==> src/rtl/sound_pkg.sv <==
// ---------------------------------------------------------------------------
// sound_pkg
// Shared types for the sound event sequencer and the sound_generator tone
// datapath.
//   tone_t      : tone select seen by sound_generator (NONE, DIR, GOOD, BAD).
//                 The numeric order is also the request priority order.
//   seq_state_t : sequencer FSM states (IDLE, PLAY, GAP).
//   highest_tone: picks the highest-priority pending request.
// ---------------------------------------------------------------------------
package sound_pkg;

    typedef enum logic [1:0] {
        TONE_NONE = 2'd0,
        TONE_DIR  = 2'd1,
        TONE_GOOD = 2'd2,
        TONE_BAD  = 2'd3
    } tone_t;

    typedef enum logic [1:0] {
        IDLE = 2'd0,
        PLAY = 2'd1,
        GAP  = 2'd2
    } seq_state_t;

    // Fixed priority: bad > good > dir.
    function automatic tone_t highest_tone(input logic bad, input logic good,
                                           input logic dir);
        if (bad)
            return TONE_BAD;
        else if (good)
            return TONE_GOOD;
        else if (dir)
            return TONE_DIR;
        else
            return TONE_NONE;
    endfunction

endpackage

==> src/rtl/event_edge_det.sv <==
// ---------------------------------------------------------------------------
// event_edge_det
// Registers the previous value of an input bus and flags edges against it.
// While rst is high the register tracks the live input, so a level that is
// already present when reset releases is not reported as an edge.
// Ports:
//   clk     in  1 : system clock
//   rst     in  1 : synchronous, active-high reset
//   sig     in  W : input to watch
//   rise    out W : per-bit rising edge (sig & ~previous)
//   changed out 1 : sig differs from its previous value
// ---------------------------------------------------------------------------
module event_edge_det #(
    parameter int W = 1
) (
    input  logic         clk,
    input  logic         rst,
    input  logic [W-1:0] sig,
    output logic [W-1:0] rise,
    output logic         changed
);

    logic [W-1:0] sig_q;

    always_ff @(posedge clk) begin
        if (rst)
            sig_q <= sig;
        else
            sig_q <= sig;
    end

    assign rise    = sig & ~sig_q;
    assign changed = (sig != sig_q);

endmodule

==> src/rtl/sound_event_sequencer.sv <==
// ---------------------------------------------------------------------------
// sound_event_sequencer
// Shares the single sound_generator tone datapath between three event
// requesters (bad collision, good collision, direction change) and owns the
// user mute toggle. Events are edge-detected, latched as pending requests and
// granted one at a time in fixed priority (bad > good > dir). Each tone plays
// for its LEN cycles and is followed by GAP_LEN silent cycles.
//
// Optional feature macro: SOUND_PREEMPT_EN
//   defined   : a strictly higher-priority request pending during PLAY takes
//               over immediately (no gap); the interrupted tone is dropped.
//   undefined : requests wait in pending until the FSM returns to IDLE.
//
// Ports:
//   clk         in  1 : system clock
//   rst         in  1 : synchronous, active-high reset
//   button_i    in  1 : mute toggle (rising edge)
//   goodColl_i  in  1 : good collision (rising edge)
//   badColl_i   in  1 : bad collision (rising edge)
//   direction_i in  4 : one-hot snake direction, 0 = none
//   mute_o      out 1 : sound muted
//   play_o      out 1 : tone playing
//   tone_o      out 2 : tone select (0 none, 1 dir, 2 good, 3 bad)
//   busy_o      out 1 : FSM in PLAY or GAP
// ---------------------------------------------------------------------------
module sound_event_sequencer
    import sound_pkg::*;
#(
    parameter int CNT_W    = 24,
    parameter int BAD_LEN  = 5_000_000,
    parameter int GOOD_LEN = 2_500_000,
    parameter int DIR_LEN  = 500_000,
    parameter int GAP_LEN  = 100_000
) (
    input  logic       clk,
    input  logic       rst,
    input  logic       button_i,
    input  logic       goodColl_i,
    input  logic       badColl_i,
    input  logic [3:0] direction_i,
    output logic       mute_o,
    output logic       play_o,
    output logic [1:0] tone_o,
    output logic       busy_o
);

    function automatic logic [CNT_W-1:0] len_m1(input tone_t t);
        case (t)
            TONE_BAD:  return CNT_W'(BAD_LEN - 1);
            TONE_GOOD: return CNT_W'(GOOD_LEN - 1);
            TONE_DIR:  return CNT_W'(DIR_LEN - 1);
            default:   return '0;
        endcase
    endfunction

    // Edge detection
    logic       btn_rise, good_rise, bad_rise;
    logic       btn_chg, good_chg, bad_chg, dir_chg;
    logic [3:0] dir_rise;

    event_edge_det #(.W(1)) u_btn_det (
        .clk(clk), .rst(rst), .sig(button_i), .rise(btn_rise), .changed(btn_chg)
    );
    event_edge_det #(.W(1)) u_good_det (
        .clk(clk), .rst(rst), .sig(goodColl_i), .rise(good_rise), .changed(good_chg)
    );
    event_edge_det #(.W(1)) u_bad_det (
        .clk(clk), .rst(rst), .sig(badColl_i), .rise(bad_rise), .changed(bad_chg)
    );
    event_edge_det #(.W(4)) u_dir_det (
        .clk(clk), .rst(rst), .sig(direction_i), .rise(dir_rise), .changed(dir_chg)
    );

    // Only the rise of the 1-bit inputs and the change flag of the direction
    // bus are meaningful events; the other outputs are intentionally dropped.
    logic unused_edges;
    assign unused_edges = ^{btn_chg, good_chg, bad_chg, dir_rise};

    logic btn_ev, good_ev, bad_ev, dir_ev;
    assign btn_ev  = btn_rise;
    assign good_ev = good_rise;
    assign bad_ev  = bad_rise;
    assign dir_ev  = dir_chg && (direction_i != 4'd0);

    // Sequencer state
    seq_state_t       state, state_n;
    logic [CNT_W-1:0] cnt, cnt_n;
    tone_t            tone_q, tone_n, grant;
    logic             play_n;
    logic             pend_bad, pend_good, pend_dir;
    logic             pend_bad_n, pend_good_n, pend_dir_n;
    logic             do_grant, preempt;

    always_comb begin
        state_n     = state;
        cnt_n       = cnt;
        tone_n      = tone_q;
        play_n      = play_o;
        pend_bad_n  = pend_bad;
        pend_good_n = pend_good;
        pend_dir_n  = pend_dir;
        do_grant    = 1'b0;
        grant       = highest_tone(pend_bad, pend_good, pend_dir);
`ifdef SOUND_PREEMPT_EN
        preempt     = (state == PLAY) && (grant > tone_q);
`else
        preempt     = 1'b0;
`endif

        case (state)
            IDLE: begin
                do_grant = (grant != TONE_NONE);
            end
            PLAY: begin
                if (preempt) begin
                    do_grant = 1'b1;
                end else if (cnt == '0) begin
                    state_n = GAP;
                    cnt_n   = CNT_W'(GAP_LEN - 1);
                    play_n  = 1'b0;
                    tone_n  = TONE_NONE;
                end else begin
                    cnt_n = cnt - CNT_W'(1);
                end
            end
            GAP: begin
                if (cnt == '0)
                    state_n = IDLE;
                else
                    cnt_n = cnt - CNT_W'(1);
            end
            default: state_n = IDLE;
        endcase

        if (do_grant) begin
            state_n = PLAY;
            cnt_n   = len_m1(grant);
            tone_n  = grant;
            play_n  = 1'b1;
            case (grant)
                TONE_BAD:  pend_bad_n  = 1'b0;
                TONE_GOOD: pend_good_n = 1'b0;
                TONE_DIR:  pend_dir_n  = 1'b0;
                default:   ;
            endcase
        end

        // New events are applied after the grant clear so a retrigger of the
        // tone just granted stays pending and replays after the gap.
        if (!mute_o) begin
            pend_bad_n  = pend_bad_n  | bad_ev;
            pend_good_n = pend_good_n | good_ev;
            pend_dir_n  = pend_dir_n  | dir_ev;
        end

        // Muted: silence everything and drop all requests.
        if (mute_o) begin
            state_n     = IDLE;
            tone_n      = TONE_NONE;
            play_n      = 1'b0;
            pend_bad_n  = 1'b0;
            pend_good_n = 1'b0;
            pend_dir_n  = 1'b0;
        end
    end

    always_ff @(posedge clk) begin
        if (rst) begin
            state     <= IDLE;
            cnt       <= '0;
            tone_q    <= TONE_NONE;
            play_o    <= 1'b0;
            mute_o    <= 1'b0;
            pend_bad  <= 1'b0;
            pend_good <= 1'b0;
            pend_dir  <= 1'b0;
        end else begin
            state     <= state_n;
            cnt       <= cnt_n;
            tone_q    <= tone_n;
            play_o    <= play_n;
            mute_o    <= mute_o ^ btn_ev;
            pend_bad  <= pend_bad_n;
            pend_good <= pend_good_n;
            pend_dir  <= pend_dir_n;
        end
    end

    assign tone_o = tone_q;
    assign busy_o = (state != IDLE);

endmodule

==> config.mk <==
export PLATFORM = sky130hd
export DESIGN_NAME = sound_event_sequencer
export DESIGN_NICKNAME = d
export VERILOG_FILES = /design/src/rtl/sound_pkg.sv /design/src/rtl/event_edge_det.sv /design/src/rtl/sound_event_sequencer.sv
export SDC_FILE = /design/constraint.sdc
export NUM_CORES = 1
export LEC_CHECK = 0
export BUFFER_PORTS_ARGS = -buffer_cell sky130_fd_sc_hd__buf_4
export CORE_ASPECT_RATIO = 1.2
export CORE_MARGIN = 4
export CORE_UTILIZATION = 60
export DETAILED_ROUTE_END_ITERATION = 10
export GPL_TIMING_DRIVEN = 0
export PLACE_DENSITY = 0.79
export SLEW_MARGIN = 40
export SYNTH_ARGS = -nofsm -noshare
export SYNTH_HDL_FRONTEND = slang
export SYNTH_SLANG_ARGS = --single-unit
==> constraint.sdc <==
create_clock -name clk -period 7 [get_ports clk]
set_input_delay 0.7 -clock clk [delete_from_list [all_inputs] [get_ports clk]]
set_output_delay 0.7 -clock clk [all_outputs]
set_load 0.02 [all_outputs]
==> results of run 1 <==
path summary, 6_finish.rpt:
kind         cells after the start        end  slack (ns)  startpoint
max                              8    cnt[12]        4.04   pend_good
min                              2  tone_o[1]        0.46   tone_o[1]
max reg2reg                      8    cnt[12]        4.04   pend_good
min reg2reg                      2  tone_o[1]        0.46   tone_o[1]
area by class of cell:
class / instances / area [sq um]
Tap cell: 52 / 65.1
Clock buffer: 7 / 96.3
Buffer: 10 / 40.0
Inverter: 13 / 48.8
Sequential cell: 40 / 801
Timing Repair Buffer: 13 / 97.6
Fill cell: 314 / 1100
Multi-Input combinational cell: 217 / 1420
metrics by stage:
stage | setup WS [ns] | area, sq um
after floorplan | 4.41 | 2280
after global placement | 3.77 | 2440
after detailed placement | 4.02 | 2470
after CTS | 4.02 | 2560
after global routing | 3.82 | 2560
final | 4.04 | 2560
logic make-up after synthesis:
group | after synthesis | share of synthesized area [%]
and+or+nand+nor | 129 | 31.7
AOI/OAI and AO/OA | 74 | 22.7
DFF | 40 | 35.1
buffers and inverters | 23 | 3.90
adders and majority gates | 7 | 3.84
xor gates and xnor gates | 6 | 2.31
muxes | 1 | 0.439
worst reg2reg max path, cell delays in order, from the launching register on:
cell and delay, ns:
sky130_fd_sc_hd__dfxtp_1 0.34, sky130_fd_sc_hd__inv_1 0.04, sky130_fd_sc_hd__a21oi_1 0.36, sky130_fd_sc_hd__ha_1 0.40
sky130_fd_sc_hd__nor2b_1 0.38, sky130_fd_sc_hd__nor3_1 0.13, sky130_fd_sc_hd__a311oi_2 0.57, sky130_fd_sc_hd__or4b_2 0.63
sky130_fd_sc_hd__nand2_1 0.08
cell usage after synthesis, drive strengths merged, types with 2 or more instances:
library cell	number	area (sq um)
nand2	23	86.3
nand4	10	62.6
buf	3	13.8
nor2	25	93.8
or2	3	18.8
xnor2	6	52.6
nand3	6	30.0
o41ai	2	17.5
a31oi	2	12.5
o211ai	5	37.5
o21a	3	22.5
or4b	5	50.1
nor3	17	90.1
and3	3	18.8
ha	7	87.6
o211a	6	60.1
o21ai	8	40.0
a221oi	2	17.5
clkbuf	7	26.3
a21o	2	15.0
dfxtp	40	801
nor4	11	83.8
or3	9	66.3
a41oi	2	17.5
nand2b	3	18.8
a32o	2	20.0
a21oi	25	125
a211oi	2	15.0
and2	3	18.8
inv	13	48.8
a22oi	3	22.5
nor2b	5	31.3
where the power goes:
| part | internal [uW] | switching [uW] | leakage, uW |
|---|---|---|---|
| sequential | 272 | 53.3 | 0.000331 |
| combinational | 162 | 276 | 0.000658 |
| clock | 87.7 | 77.3 | 0.0000503 |
| total | 521 | 407 | 0.00104 |
state kept, by name, indices dropped and copies added, names as in the netlist, 2 cells and up:
name / cells
cnt: 24
state: 2
tone_o: 2
u_dir_det.sig_q: 4
per-layer routing:
layer | part of all wire [%] | GRT usage [%]
met4 | 3.0 | 12.4
met1 | 43 | 31.0
met5 | 0 | 0
met2 | 49 | 43.1
met3 | 5.8 | 5.31
cell usage in the layout, fill, tap and decap left out, drive strengths merged, types with 7 or more instances in the layout:
cell type,Yosys,layout
o21ai,8,8
clkbuf,7,14
inv,13,13
nand2,23,23
nor3,17,17
nor2,25,25
nand4,10,10
dfxtp,40,40
buf,3,16
ha,7,7
nor4,11,11
or3,9,9
a21oi,25,25
==> impl_results.md, run 1 <==
* Total I/O pin count at 14
* CTS HTree Levels at 2
* Arrival time of the worst setup path at between 3 and 4 ns
* Clk Tree Root Cell: sky130_fd_sc_hd__clkbuf_8
* Most common flop cell mapped by yosys: sky130_fd_sc_hd__dfxtp_1
* Count of placed standard cells including taps at between 300 and 400
* Final Hold Fails at 0
* CTS Buffer Depth at 2
* Pleak at a little over 0.001 uW
* Total vias in the final route at 2204
* Number of post-CTS setup repair buffers at 0
* Pin count of the biggest net entering global routing at 12
* CP Max Fanout at 8
* Power consumption at a little over 900 uW
* Clock Latency Late Sink at roughly 0.3 ns
* Kind of critical path: reg2reg
* Total length of routed wires at ~5.6 mm
* Clock tree from TritonCTS: yes
* Placer's final routability congestion estimate at around 0.95
* CTS Buf Count at 5
* Element type at the critical path start: flip-flop
* Overall overflow remaining after global route at 0
* Setup violation total in the final timing report at 0
* Highest ir drop seen on vdd at approximately 0.0002 V
* Floorplan core area at 0.00366 sq mm
* Clock sink count at 40
* Max-slew headroom at between 50 and 60%
* Global-route wire length before repair at 9.57 mm
* Area added between synthesis and finish at 12.5%
* Non-filler cells, final at 352
* Antenna Cells at 0
* Hold_ws at 0.461 ns
* Number of gates resized after CTS at 0
* Estimated wirelength of the detail-placed design at around 4.2 mm
* EDFF count, synth at 0
* Count of routing violations after the opening detailed-route iteration at ~160
* X dimension of the die at 64.3 microns
* Slew at the pin closest to its max-slew limit at approximately 0.74 ns
* Biggest cell delay along the critical path at between 0.6 and 0.7 ns
* Count of different cell masters after synthesis at 54
* Setup Total Neg Slack at 0 ns
* Max Clk Rate at around 0.34 GHz
* Synthesized area per cell at 8.14 sq um
* Number of core rows at 24
* Clock input transition at the sequential cells of the worst setup and hold paths at roughly 0.080 ns
* Mean number of vias per cell at around 6.3
* Cell with the largest stage delay on the worst path: sky130_fd_sc_hd__or4b_2
* CP delay by family, top: simple AND/OR/NAND/NOR gates
* Wire per inst at around 16 microns
* Synthesized instance count at between 200 and 300
* Setup repair after global routing missed its margin: false
* Final min period at roughly 3 ns
* Power per unit of standard cell area at between 300 and 400 mW/mm^2
* All-layer global routing usage at 25.4%
* Number of port buffers at 13
* Ratio of final minimum period to clock period at between 40% and 50%
* Number of max-cap violations at 0
* DRC violation count after routing at 0
* Number of max-slew violations in the final report at 0
* Clock skew at roughly 0.0093 ns
* Number of global-route vias before repair at approximately 2000
* Total iterations of the first detailed-routing run at 5
* Initial antenna violation count at 0
* YS warnings at 0
* Final standard cell utilization of the core at 70.0%
* Share of post-route cells with drive strength above 1 at about 13%
* Type of destination of the critical path: flip-flop
* Nets at around 320
* Worst min-delay path class: reg2reg
* Sequential share of the synthesized area at between 30% and 40%
* Cells along the critical path: inv_1 > a21oi_1 > ha_1 > nor2b_1 > nor3_1 > a311oi_2 > or4b_2 > nand2_1
* Post-synth net total at a little under 300
* Status: finished clean
* Synthesized flop and latch total at 40
* Starting density of the core at between 60% and 70%
* Die outline area at around 0.0049 sq mm
* Netlist area before placement at about 0.0023 sq mm
* Count of hold buffers inserted by post-cts repair at 0
* Die Y-Extent at 75.5 microns
* Async S/R FF share, synth at 0%
* Worst EP required at around 7.3 ns
* CP bufs+invs at 1
* Number of routed nets with antenna violations at 0
No activity file was read; power rests on OpenSTA's default activity.
==> run 2, diff against run 1 <==
==> constraint.sdc (replaced) <==
create_clock -name clk -period 3 [get_ports clk]
set_input_delay 0.3 -clock clk [delete_from_list [all_inputs] [get_ports clk]]
set_output_delay 0.3 -clock clk [all_outputs]
set_load 0.02 [all_outputs]
==> run 2 against run 1 <==
  * Clock skew hardly changed
  * Cell area increased by 0.73%
  * Maximum frequency up 8.5%
  * Final cell count up 0.57%
  * Die area unchanged
  * Core utilization is 0.51 points higher
  * Combinational power rose by 140%
  * Highest routed layer unchanged
  * Register-to-register slack worse by 3.8 ns
==> impl_results.md, run 2 (synthesized netlist as in run 1, its figures left out) <==
* Status: finished clean
* Final min period at about 2.7 ns
* Setup violation total in the final timing report at 0
* CTS HTree Levels at 2
* Global-route wire length before repair at around 9.6 mm
* Number of core rows at 24
* Placed instance area at approximately 0.0025 sq mm
* Die outline area at between 0.004 and 0.005 sq mm
* CTS Buffer Depth at 2
* Pin count of the biggest net entering global routing at 12
* DRC violation count after routing at 0
* Power per unit of standard cell area at ~840 mW/mm^2
* Most used cell, CP: sky130_fd_sc_hd__a21oi_1
* Largest registers ranked by flip-flop count: cnt: 24 flops, u_dir_det.sig_q: 4 flops
* Worst EP required at between 3 and 4 ns
* GRT busiest layer: met2
* Clock skew at approximately 0.0091 ns
* CP Max Fanout at 10
* Share of post-route cells with drive strength above 1 at between 10% and 20%
* Antenna Cells at 0
* CP delay by family, top: compound AO/OA/AOI/OAI gates
* Count of routing violations after the opening detailed-route iteration at about 170
* X dimension of the die at 64.3 microns
* Max reg flops at 24
* Count of hold buffers inserted by post-cts repair at 0
* Fraction of met2 tracks used by global routing at a little over two fifths
* Number of max-cap violations at 0
* Number of global-route vias before repair at approximately 2000
* Share of total power in the clock network at 17.7%
* Clock input transition at the sequential cells of the worst setup and hold paths at roughly 0.07 ns
* Met1 Usage GRT at between 30 and 40%
* Part of the power in registers at roughly a third
* Most common cell after layout, fill and taps aside: sky130_fd_sc_hd__dfxtp_1
* Clock Latency Late Sink at ~0.3 ns
* Die Y-Extent at roughly 76 microns
* Overall overflow remaining after global route at 0
* Power consumption at 2170 uW
* Area added between synthesis and finish at 13.3%
* Max-slew headroom at 50.4%
* CP bufs+invs at 2
* Final Hold Fails at 0
* Total length of routed wires at approximately 5.7 mm
* Switching power of the nets at 949 uW
* Top reg by flops: cnt
* Worst min-delay path class: in2reg
* Nets at roughly 320
* Total iterations of the first detailed-routing run at 4
* Estimated wirelength of the detail-placed design at around 4.2 mm
* All-layer global routing usage at between 20% and 30%
* Clock sink count at 40
* Design Area, Final at 0.00258 sq mm
* Setup repair after global routing missed its margin: false
* Max Clk Rate at around 0.37 GHz
* Starting density of the core at a little over 60%
* Total I/O pin count at 14
* Floorplan core area at 0.00366 sq mm
* Initial antenna violation count at 0
* Switching fraction of total power at between 40% and 50%
* Wire per inst at about 16 microns
* Mean number of vias per cell at between 6 and 7
* Total vias in the final route at ~2200
* Number of max-slew violations in the final report at 0
* Met3 track demand over resource in global routing at 5.31%
* Ratio of final minimum period to clock period at around nine tenths
* Element type at the critical path start: flip-flop
* CTS Buf Count at 5
* Slew at the pin closest to its max-slew limit at between 0.7 and 0.8 ns
* Arrival time of the worst setup path at ~2.9 ns
* Setup Total Neg Slack at 0 ns
* Clock tree from TritonCTS: yes
* Biggest cell delay along the critical path at roughly 0.36 ns
* Number of routed nets with antenna violations at 0
* Clk Tree Root Cell: sky130_fd_sc_hd__clkbuf_8
* Fraction of power consumed by combinational cells at a little under half
* Highest ir drop seen on vdd at about 0.00047 V
* Number of port buffers at 13
* Cells along the critical path: inv_1 > a21oi_1 > ha_2 > nor2b_1 > o2111a_1 > a21o_1 > buf_2 > a21oi_1 > o211a_1
* Cell with the largest stage delay on the worst path: sky130_fd_sc_hd__nor2b_1
* Type of destination of the critical path: flip-flop
* Placer's final routability congestion estimate at around 0.95
* Commonest cells after routing, fill and taps aside: sky130_fd_sc_hd__dfxtp_1, sky130_fd_sc_hd__nor2_1, sky130_fd_sc_hd__a21oi_1, sky130_fd_sc_hd__nand2_1
* Kind of critical path: reg2reg
* Layout fillers at 311
* Internal power of the cells at between 1000 and 1500 uW
* Pleak at 0.00105 uW
## run 2: cell count changes in the layout (fill, tap and decap cells not counted), sizes merged
| cell | previous run | this run |
|---|---|---|
| buf | 16 | 18 |
## run 2: power groups by stage
stage               clock network [uW]  registers (uW)  logic (uW)
floorplan                            0             742         751
detailed placement                   0             766         998
finish                             385             758        1030
global route                       418             777        1140
CTS                                391             755        1010
global placement                     0             759         965
## run 2: final timing paths
path | cells past startpoint | slack, ns | start | end
setup / recovery | 9 | 0.27 | pend_good | cnt[9]
hold / removal | 1 | 0.11 | badColl_i | u_bad_det.sig_q
hold reg to reg | 2 | 0.46 | tone_o[1] | tone_o[1]
setup reg to reg | 9 | 0.27 | pend_good | cnt[9]
## run 2: layout make-up
class	count	area, sq um	share of cell area (%)
Timing Repair Buffer	15	113	4.36
Buffer	10	41.3	1.60
Clock buffer	7	96.3	3.73
Inverter	13	48.8	1.89
Tap cell	52	65.1	2.52
Sequential cell	40	801	31.0
Multi-Input combinational cell	217	1420	54.9
## run 2: stage by stage
| stage | instances | hold slack [ns] | worst slack, ns | util [%] |
|---|---|---|---|---|
| 2_1_floorplan | 280 | 0.328 | 0.413 | - |
| 5_1_grt | 354 | 0.104 | 0.0511 | 70.5 |
| 3_3_place_gp | 345 | 0.411 | -0.233 | 66.7 |
| 6_report | 354 | 0.115 | 0.274 | 70.5 |
| 3_5_place_dp | 345 | 0.412 | 0.0238 | 67.3 |
| 4_1_cts | 352 | 0.109 | 0.0194 | 70.0 |
## run 2: what timing repair did
action / 4_1_cts / 5_1_grt
gates resized for setup: 0 / 3
setup buffers: 0 / 2
setup endpoints to repair: 0 / 8
## run 2: per-layer routing
layer | routed length [microns] | share of wire, %
met1 | 2420 | 43
met2 | 2770 | 49
met3 | 295 | 5.2
met4 | 163 | 2.9
met5 | 0 | 0
